## src/rtl/rom_ecc_reader.sv

```systemverilog
// -----------------------------------------------------------------------------
// rom_ecc_reader
//   Read controller for the Hamming(21,16)-protected ROM path. It accepts one
//   read request at a time and strobes the ROM. The raw codeword is routed to
//   the external combinational decoder. The decoded word, its error flag and
//   the request address are registered behind a valid/ready response port. A
//   saturating counter records corrected-error events.
//
// Parameters
//   ADDR_W  ROM word-address width
//   RD_LAT  ROM read latency, rom_en_o cycle to rom_data_i valid (1..4)
//   CNT_W   corrected-error counter width
//
// Ports
//   clk, rst_n        clock (rising edge), asynchronous active-low reset
//   req_valid_i/req_ready_o/req_addr_i   read request handshake + address
//   rom_en_o/rom_addr_o/rom_data_i       ROM strobe, address, raw codeword
//   dec_cw_o/dec_data_i/dec_err_i        decoder codeword out, result in
//   rsp_valid_o/rsp_ready_i              response handshake
//   rsp_data_o/rsp_err_o/rsp_addr_o      registered response fields
//   err_cnt_clr_i/err_cnt_o              counter clear, saturating count
//
// Optional build macro ROM_ECC_ERR_LOG_EN adds:
//   last_err_addr_o   address of the most recent corrected-error read
//   last_err_vld_o    set on an error event, cleared by err_cnt_clr_i
// -----------------------------------------------------------------------------
module rom_ecc_reader #(
    parameter int unsigned ADDR_W = 10,
    parameter int unsigned RD_LAT = 1,
    parameter int unsigned CNT_W  = 16
) (
    input  logic              clk,
    input  logic              rst_n,
    input  logic              req_valid_i,
    output logic              req_ready_o,
    input  logic [ADDR_W-1:0] req_addr_i,
    output logic              rom_en_o,
    output logic [ADDR_W-1:0] rom_addr_o,
    input  logic [20:0]       rom_data_i,
    output logic [20:0]       dec_cw_o,
    input  logic [15:0]       dec_data_i,
    input  logic              dec_err_i,
    output logic              rsp_valid_o,
    input  logic              rsp_ready_i,
    output logic [15:0]       rsp_data_o,
    output logic              rsp_err_o,
    output logic [ADDR_W-1:0] rsp_addr_o,
    input  logic              err_cnt_clr_i,
`ifdef ROM_ECC_ERR_LOG_EN
    output logic [ADDR_W-1:0] last_err_addr_o,
    output logic              last_err_vld_o,
`endif
    output logic [CNT_W-1:0]  err_cnt_o
);

    typedef enum logic [1:0] {
        ST_IDLE,
        ST_ISSUE,
        ST_WAIT,
        ST_HOLD
    } state_t;

    state_t            r_state;
    logic              r_req_ready;
    logic              r_rom_en;
    logic [ADDR_W-1:0] r_rom_addr;
    logic [1:0]        r_wait_cnt;   // RD_LAT <= 4, so 2 bits cover RD_LAT-1
    logic              r_rsp_valid;
    logic [15:0]       r_rsp_data;
    logic              r_rsp_err;
    logic [ADDR_W-1:0] r_rsp_addr;
    logic [CNT_W-1:0]  r_err_cnt;
`ifdef ROM_ECC_ERR_LOG_EN
    logic [ADDR_W-1:0] r_last_err_addr;
    logic              r_last_err_vld;
`endif

    logic w_capture;
    logic w_err_evt;
    logic w_cnt_sat;

    // Capture happens in the WAIT cycle where the ROM data is valid.
    assign w_capture = (r_state == ST_WAIT) && (r_wait_cnt == '0);
    assign w_err_evt = w_capture && dec_err_i;
    assign w_cnt_sat = &r_err_cnt;

    always_ff @(posedge clk or negedge rst_n) begin
        if (!rst_n) begin
            r_state         <= ST_IDLE;
            r_req_ready     <= 1'b1;
            r_rom_en        <= 1'b0;
            r_rom_addr      <= '0;
            r_wait_cnt      <= '0;
            r_rsp_valid     <= 1'b0;
            r_rsp_data      <= '0;
            r_rsp_err       <= 1'b0;
            r_rsp_addr      <= '0;
            r_err_cnt       <= '0;
`ifdef ROM_ECC_ERR_LOG_EN
            r_last_err_addr <= '0;
            r_last_err_vld  <= 1'b0;
`endif
        end else begin
            case (r_state)
                ST_IDLE: begin
                    if (req_valid_i && r_req_ready) begin
                        r_rom_addr  <= req_addr_i;
                        r_rom_en    <= 1'b1;
                        r_req_ready <= 1'b0;
                        r_state     <= ST_ISSUE;
                    end
                end
                ST_ISSUE: begin
                    r_rom_en   <= 1'b0;
                    r_wait_cnt <= 2'(RD_LAT - 1);
                    r_state    <= ST_WAIT;
                end
                ST_WAIT: begin
                    if (r_wait_cnt == '0) begin
                        r_rsp_data  <= dec_data_i;
                        r_rsp_err   <= dec_err_i;
                        r_rsp_addr  <= r_rom_addr;
                        r_rsp_valid <= 1'b1;
                        r_state     <= ST_HOLD;
                    end else begin
                        r_wait_cnt <= r_wait_cnt - 2'd1;
                    end
                end
                ST_HOLD: begin
                    if (rsp_ready_i) begin
                        r_rsp_valid <= 1'b0;
                        r_req_ready <= 1'b1;
                        r_state     <= ST_IDLE;
                    end
                end
                default: begin
                    r_state     <= ST_IDLE;
                    r_req_ready <= 1'b1;
                    r_rom_en    <= 1'b0;
                    r_rsp_valid <= 1'b0;
                end
            endcase

            // A clear coinciding with an error event keeps that event (count 1).
            if (err_cnt_clr_i) begin
                r_err_cnt <= w_err_evt ? CNT_W'(1) : '0;
            end else if (w_err_evt && !w_cnt_sat) begin
                r_err_cnt <= r_err_cnt + CNT_W'(1);
            end

`ifdef ROM_ECC_ERR_LOG_EN
            if (w_err_evt) begin
                r_last_err_addr <= r_rom_addr;
                r_last_err_vld  <= 1'b1;
            end else if (err_cnt_clr_i) begin
                r_last_err_vld  <= 1'b0;
            end
`endif
        end
    end

    assign dec_cw_o    = rom_data_i;
    assign req_ready_o = r_req_ready;
    assign rom_en_o    = r_rom_en;
    assign rom_addr_o  = r_rom_addr;
    assign rsp_valid_o = r_rsp_valid;
    assign rsp_data_o  = r_rsp_data;
    assign rsp_err_o   = r_rsp_err;
    assign rsp_addr_o  = r_rsp_addr;
    assign err_cnt_o   = r_err_cnt;
`ifdef ROM_ECC_ERR_LOG_EN
    assign last_err_addr_o = r_last_err_addr;
    assign last_err_vld_o  = r_last_err_vld;
`endif

endmodule

```

## config.mk

```make
export PLATFORM = sky130hd
export DESIGN_NAME = rom_ecc_reader
export DESIGN_NICKNAME = d
export VERILOG_FILES = /design/src/rtl/rom_ecc_reader.sv
export SDC_FILE = /design/constraint.sdc
export NUM_CORES = 1
export LEC_CHECK = 0
export ABC_AREA = 1
export ABC_CLOCK_PERIOD_IN_PS = 2100
export BUFFER_PORTS_ARGS = -buffer_cell sky130_fd_sc_hd__buf_2
export CORE_MARGIN = 3
export CORE_UTILIZATION = 36
export DETAILED_ROUTE_END_ITERATION = 16
export GPL_TIMING_DRIVEN = 0
export HOLD_SLACK_MARGIN = 0.08
export REMOVE_ABC_BUFFERS = 1
export SLEW_MARGIN = 10
export SYNTH_ARGS = -nofsm -noshare
export SYNTH_HDL_FRONTEND = slang
export SYNTH_SLANG_ARGS = --single-unit
```

## constraint.sdc

```tcl
create_clock -name clk -period 2.1 [get_ports clk]
set_input_delay 0.63 -clock clk [delete_from_list [all_inputs] [get_ports clk]]
set_output_delay 0.63 -clock clk [all_outputs]
set_load 0.01 [all_outputs]
```

# [Word level (Yosys, flattened, before mapping)]
# Index checks and enable logic that the tools add are counted.
# W data, S select, Z words.
[op_classes] n_reduce_logical=20 n_mul=0 div_mod_pow=0 shifts=0 n_bitwise=0 magnitude_cmp=0 eq_ne=7 n_mux=17 addsub=2
[op_table] op="$mux W16" count=2
[op_table] op="$add A16 B1 Y16 const B" count=1
[op_table] op="$reduce_and A16 Y1" count=1
[op_table] op="$reduce_bool A2 Y1" count=5
[op_table] op="$reduce_and A3 Y1" count=3
[op_table] op="$mux W2" count=4
[op_table] op="$pmux W2 S4" count=1
[op_table] op="$reduce_and A2 Y1" count=4
[op_table] op="$mux W1" count=6
[op_table] op="$ne A2 B2 Y1 const B" count=3
[op_table] op="$pmux W1 S2" count=3
[op_table] op="$eq A2 B2 Y1 const B" count=2
[op_table] op="$logic_and A1 B1 Y1" count=4
[op_table] op="$logic_not A2 Y1" count=2
[op_table] op="$pmux W2 S2" count=1
[op_table] op="$eq A2 B1 Y1 const B" count=1
[op_table] op="$ne A2 B1 Y1 const B" count=1
[op_table] op="$sub A2 B1 Y2 const B" count=1
[op_table] op="$logic_not A1 Y1" count=1
[word_totals] wordCells=56 inputBits=53 out_inout_bits=77 latch_bits=0 mem_bits_rw=0 n_memories=0 rom_bits=0 register_bits=60

# [Depth between registers and ports, before layout]
[logic_depth] depth_word=6 ltp_mapped=10 depth_no_buf=9

# [Worst setup path after synthesis]
# Ideal clock, no wire load.
[synth_timing] path_type="register -> register" start="register r_state[0]" end="register r_err_cnt[7], in the netlist err_cnt_o[7]" path_stages_with_launch=10 path_slack_ns=0.499 arrival_time_ns=1.536 period_less_slack_ns=1.601 path_cell_list="dfrtp_1 > inv_1 > ha_1 > nand2_1 > nor2_1 > inv_2 > nor2_2 > buf_2 > nand4_1 > nand2_1"
[synth_via] elab_chain_cells=5
[synth_rtl] item="start, declared" line_no="63" source="state_t r_state;"
[synth_rtl] item="start signal, assigned" line_no="89" source="r_state <= ST_IDLE;"
[synth_rtl] item="start signal, assigned" line_no="110" source="r_state <= ST_ISSUE;"
[synth_rtl] item="start signal, assigned" line_no="116" source="r_state <= ST_WAIT;"
[synth_rtl] item="$eq A2 B2 Y1" line_no="83" source="assign w_capture = (r_state == ST_WAIT) && (r_wait_cnt == '0);"
[synth_rtl] item="$logic_and A1 B1 Y1" line_no="83"
[synth_rtl] item="$logic_and A1 B1 Y1" line_no="84" source="assign w_err_evt = w_capture && dec_err_i;"
[synth_rtl] item="$logic_and A1 B1 Y1" line_no="147" source="end else if (w_err_evt && !w_cnt_sat) begin"
[synth_rtl] item="$reduce_bool A2 Y1 (no line)"
[synth_rtl] item="end signal, assigned" line_no="146" source="r_err_cnt <= w_err_evt ? CNT_W'(1) : '0;"
[synth_rtl] item="end signal, assigned" line_no="148" source="r_err_cnt <= r_err_cnt + CNT_W'(1);"
[synth_rtl] item="end, declared" line_no="72" source="logic [CNT_W-1:0] r_err_cnt;"
# No other way between the ends.
# A chain may end at the register's enable or synchronous reset.

# [Worst setup path after layout]
[layout_timing] start="register r_state[0]" end="register r_err_cnt[11], in the netlist err_cnt_o[11]"
# Same word-level chain as after synthesis.

==> impl_metrics.ini <==
[run_status]
run_status = complete, no violations

[drt]
first_pass_iters = 4
detail-route-antenna-nets = 0
wire_per_inst_um = 12.91
vias = 2559
initialDrtViolationCount = 108
drcViolationCount = 0
drt_wl_total_um = 7141
vias_per_cell = 4.627

[pwr]
power_frac_clock = 0.230
combPwrFrac = 0.367
netSwitchingPower_uw = 1715
p_leak_uw = 0.001966
switching_share = 0.3843
p_int_uw = 2748
power.total_uw = 4463
p_per_area_mw_per_mm2 = 1243
seqPwrFrac = 0.402
max-vdd-ir-drop_mv = 0.5745

[sta]
hold_violations = 0
rsz0062_at_grt = no
fin_crit_sh = 0.8907
slew_violations = 0
finalWorstSetupSlack_ns = 0.2294
setup_violations = 0
min_period_ns = 1.871
max_freq_mhz = 534.6
slew_headroom = 0.4721
clock_skew_ns = 0.006508
tightest_slew_ns = 0.7896

[final_layout]
mostFrequentLayoutCell = nand2_1
area_growth_pct = 20.29
nets = 506
final-instance-count-excl-fill = 553
drive_gt1_frac = 0.2594
layout_common_cells = nand2_1, buf_2, dfrtp_1, inv_1, nor2_1
n_antenna_cell = 0

[clocking]
path_clk_slew_ns = 0.07
insertion_delay_ns = 0.33
cts_tree = built
cts_hold_buf = 0
root_buffer = clkbuf_8
htreeDepth = 3
clockBufferDepth = 2
cts_made_buffers = 9
clock_sinks = 60

[synth]
netlist_area_mm2 = 0.002984
netlist.area_leader.share = 0.4948
synth_cells = 377
yosys-top-cells-area = dfrtp_1, nand2_1, buf_4
yosysTopAreaCell = dfrtp_1
synth_warnings = 0
syn_avg_cell_area_um2 = 7.915
ys_seq_area_frac = 0.5036
ys_ff_latch = 60
yosysUniqueCellTypes = 24

[critical_path]
cpMaxStageDelayCell = dfrtp_1
regToRegSetupSlack_ns = 0.23
startpoint_type = flip-flop
r2r.worst_path.cells = 9
slowest_delay_ns = 0.40
crit_arrival_ns = 2.14
crit_fanout = 41
crit_required_ns = 2.37
critical-path-top-delay-family = simple AND/OR/NAND/NOR gates
crit_buf_inv = 3
path_class = reg2reg
timing.rr.start = r_state[0]
cp-end-kind = flip-flop
cp_cell_sequence = inv_1 -> ha_2 -> nand2_8 -> nor2_1 -> inv_2 -> nor2_4 -> buf_12 -> nand4_1 -> nand2_1
rr_endpoint = err_cnt_o[11]

[placement]
place_inst = 535
port-buffer-count = 87
pre_cts_ws_ns = -0.9302
dp_hpwl_um = 5095
globalplace.congestion = 0.7602

[global_routing]
grt_overflow_total = 0
grt_pass1_wl_um = 12330
antenna_found_initial = 0
track_usage = 0.1597
grt_start_max_net_pins = 61
grt_pass1_vias = 2578

[floorplan]
io_pins = 130
core_mm2 = 0.007888
start_util = 0.3783
die_h_um = 97.05
num_rows = 32
die_w_um = 97.05
die_area_mm2 = 0.009418

[run]
max_cap_violations = 0

[worst_hold_path]
hold_path_class = in2async
## logic make-up (layout without fill, tap and decap cells)
group,count (synthesis),after routing,synth area share
AOI/OAI and AO/OA,37,37,0.06373
xor gates and xnor gates,2,2,0.005871
adders and majority gates,7,7,0.02935
buffers and inverters,67,141,0.1136
DFF,60,60,0.5036
and+or+nand+nor,204,204,0.2839
## final cells by class
type,instances,area (um^2)
clock buffer,10,127.6
clock inverter,6,65.06
fill,834,4298
inverter,36,135.1
multi-input combinational,250,1166
sequential,60,1503
tap,102,127.6
timing repair buffer,89,465.4
## worst reg2reg max path, stage by stage, from the launching register on
cell and delay [ns]:
dfrtp_1 0.40, inv_1 0.14, ha_2 0.29, nand2_8 0.19, nor2_1 0.23, inv_2 0.09, nor2_4 0.16, buf_12 0.14
nand4_1 0.08, nand2_1 0.09
## registers in the layout (all words and copies together) (netlist names)
| signal | count |
|---|---|
| req_ready_o | 1 |
| rsp_valid_o | 1 |
| err_cnt_o | 16 |
| rom_addr_o | 10 |
| rsp_err_o | 1 |
| rsp_addr_o | 10 |
| rom_en_o | 1 |
| rsp_data_o | 16 |
| r_state | 2 |
| r_wait_cnt | 2 |
## synth_stat cells (all sizes together)
cell type / count
o211ai: 1
dfstp: 1
clkbuf: 6
inv: 36
nor2: 39
buf: 25
nand4: 8
dfrtp: 59
nor3: 1
o21ai: 21
nand3: 18
a22oi: 1
ha: 7
xor2: 2
a21oi: 14
nand2: 138
## how the worst max path moves through the flow
stage	slack [ns]	from	cells past startpoint	end
after floorplan	-0.16	r_state[0]	9	err_cnt_o[0]
after global placement	-0.94	r_state[0]	9	err_cnt_o[0]
after detailed placement	-0.93	r_state[0]	9	err_cnt_o[11]
after CTS	0.12	r_state[0]	9	err_cnt_o[11]
after global routing	0.04	r_state[0]	9	err_cnt_o[4]
final	0.23	r_state[0]	9	err_cnt_o[11]
## repair_timing
item | in CTS | in global routing
buffers inserted | 2 | 0
hold endpoints to repair | 0 | 0
endpoints found under the setup margin | 44 | 16
resized for setup | 4 | 1
pin swaps | 1 | 0
## power by group through the flow
stage | clock network [uW] | registers (uW) | logic [uW]
after CTS | 1050 | 1800 | 1670
after global placement | 0 | 1810 | 1600
final | 1030 | 1800 | 1640
after detailed placement | 0 | 1810 | 1630
after global routing | 1120 | 1860 | 1880
after floorplan | 0 | 1990 | 755
## stage by stage
stage / TNS (ns) / cell area, um^2 / util / hold WS, ns
2_1_floorplan: -2.319 / 2780 / - / 0.3344
3_3_place_gp: -24.14 / 3343 / 0.4239 / 0.4588
3_5_place_dp: -23.45 / 3346 / 0.4242 / 0.4598
4_1_cts: 0 / 3587 / 0.4548 / 0.3979
5_1_grt: 0 / 3590 / 0.4551 / 0.4410
6_report: 0 / 3590 / 0.4551 / 0.3511
## metal layers
layer  vias to the layer above  part of all wire  global-route usage
met5                         -                 0             0.01648
met4                         0             0.012             0.04752
met2                        97              0.44              0.2431
li1                       1292                 -                   -
met3                        12             0.094             0.07066
met1                      1158              0.45              0.2038
Power figures use the tool's default switching activity.
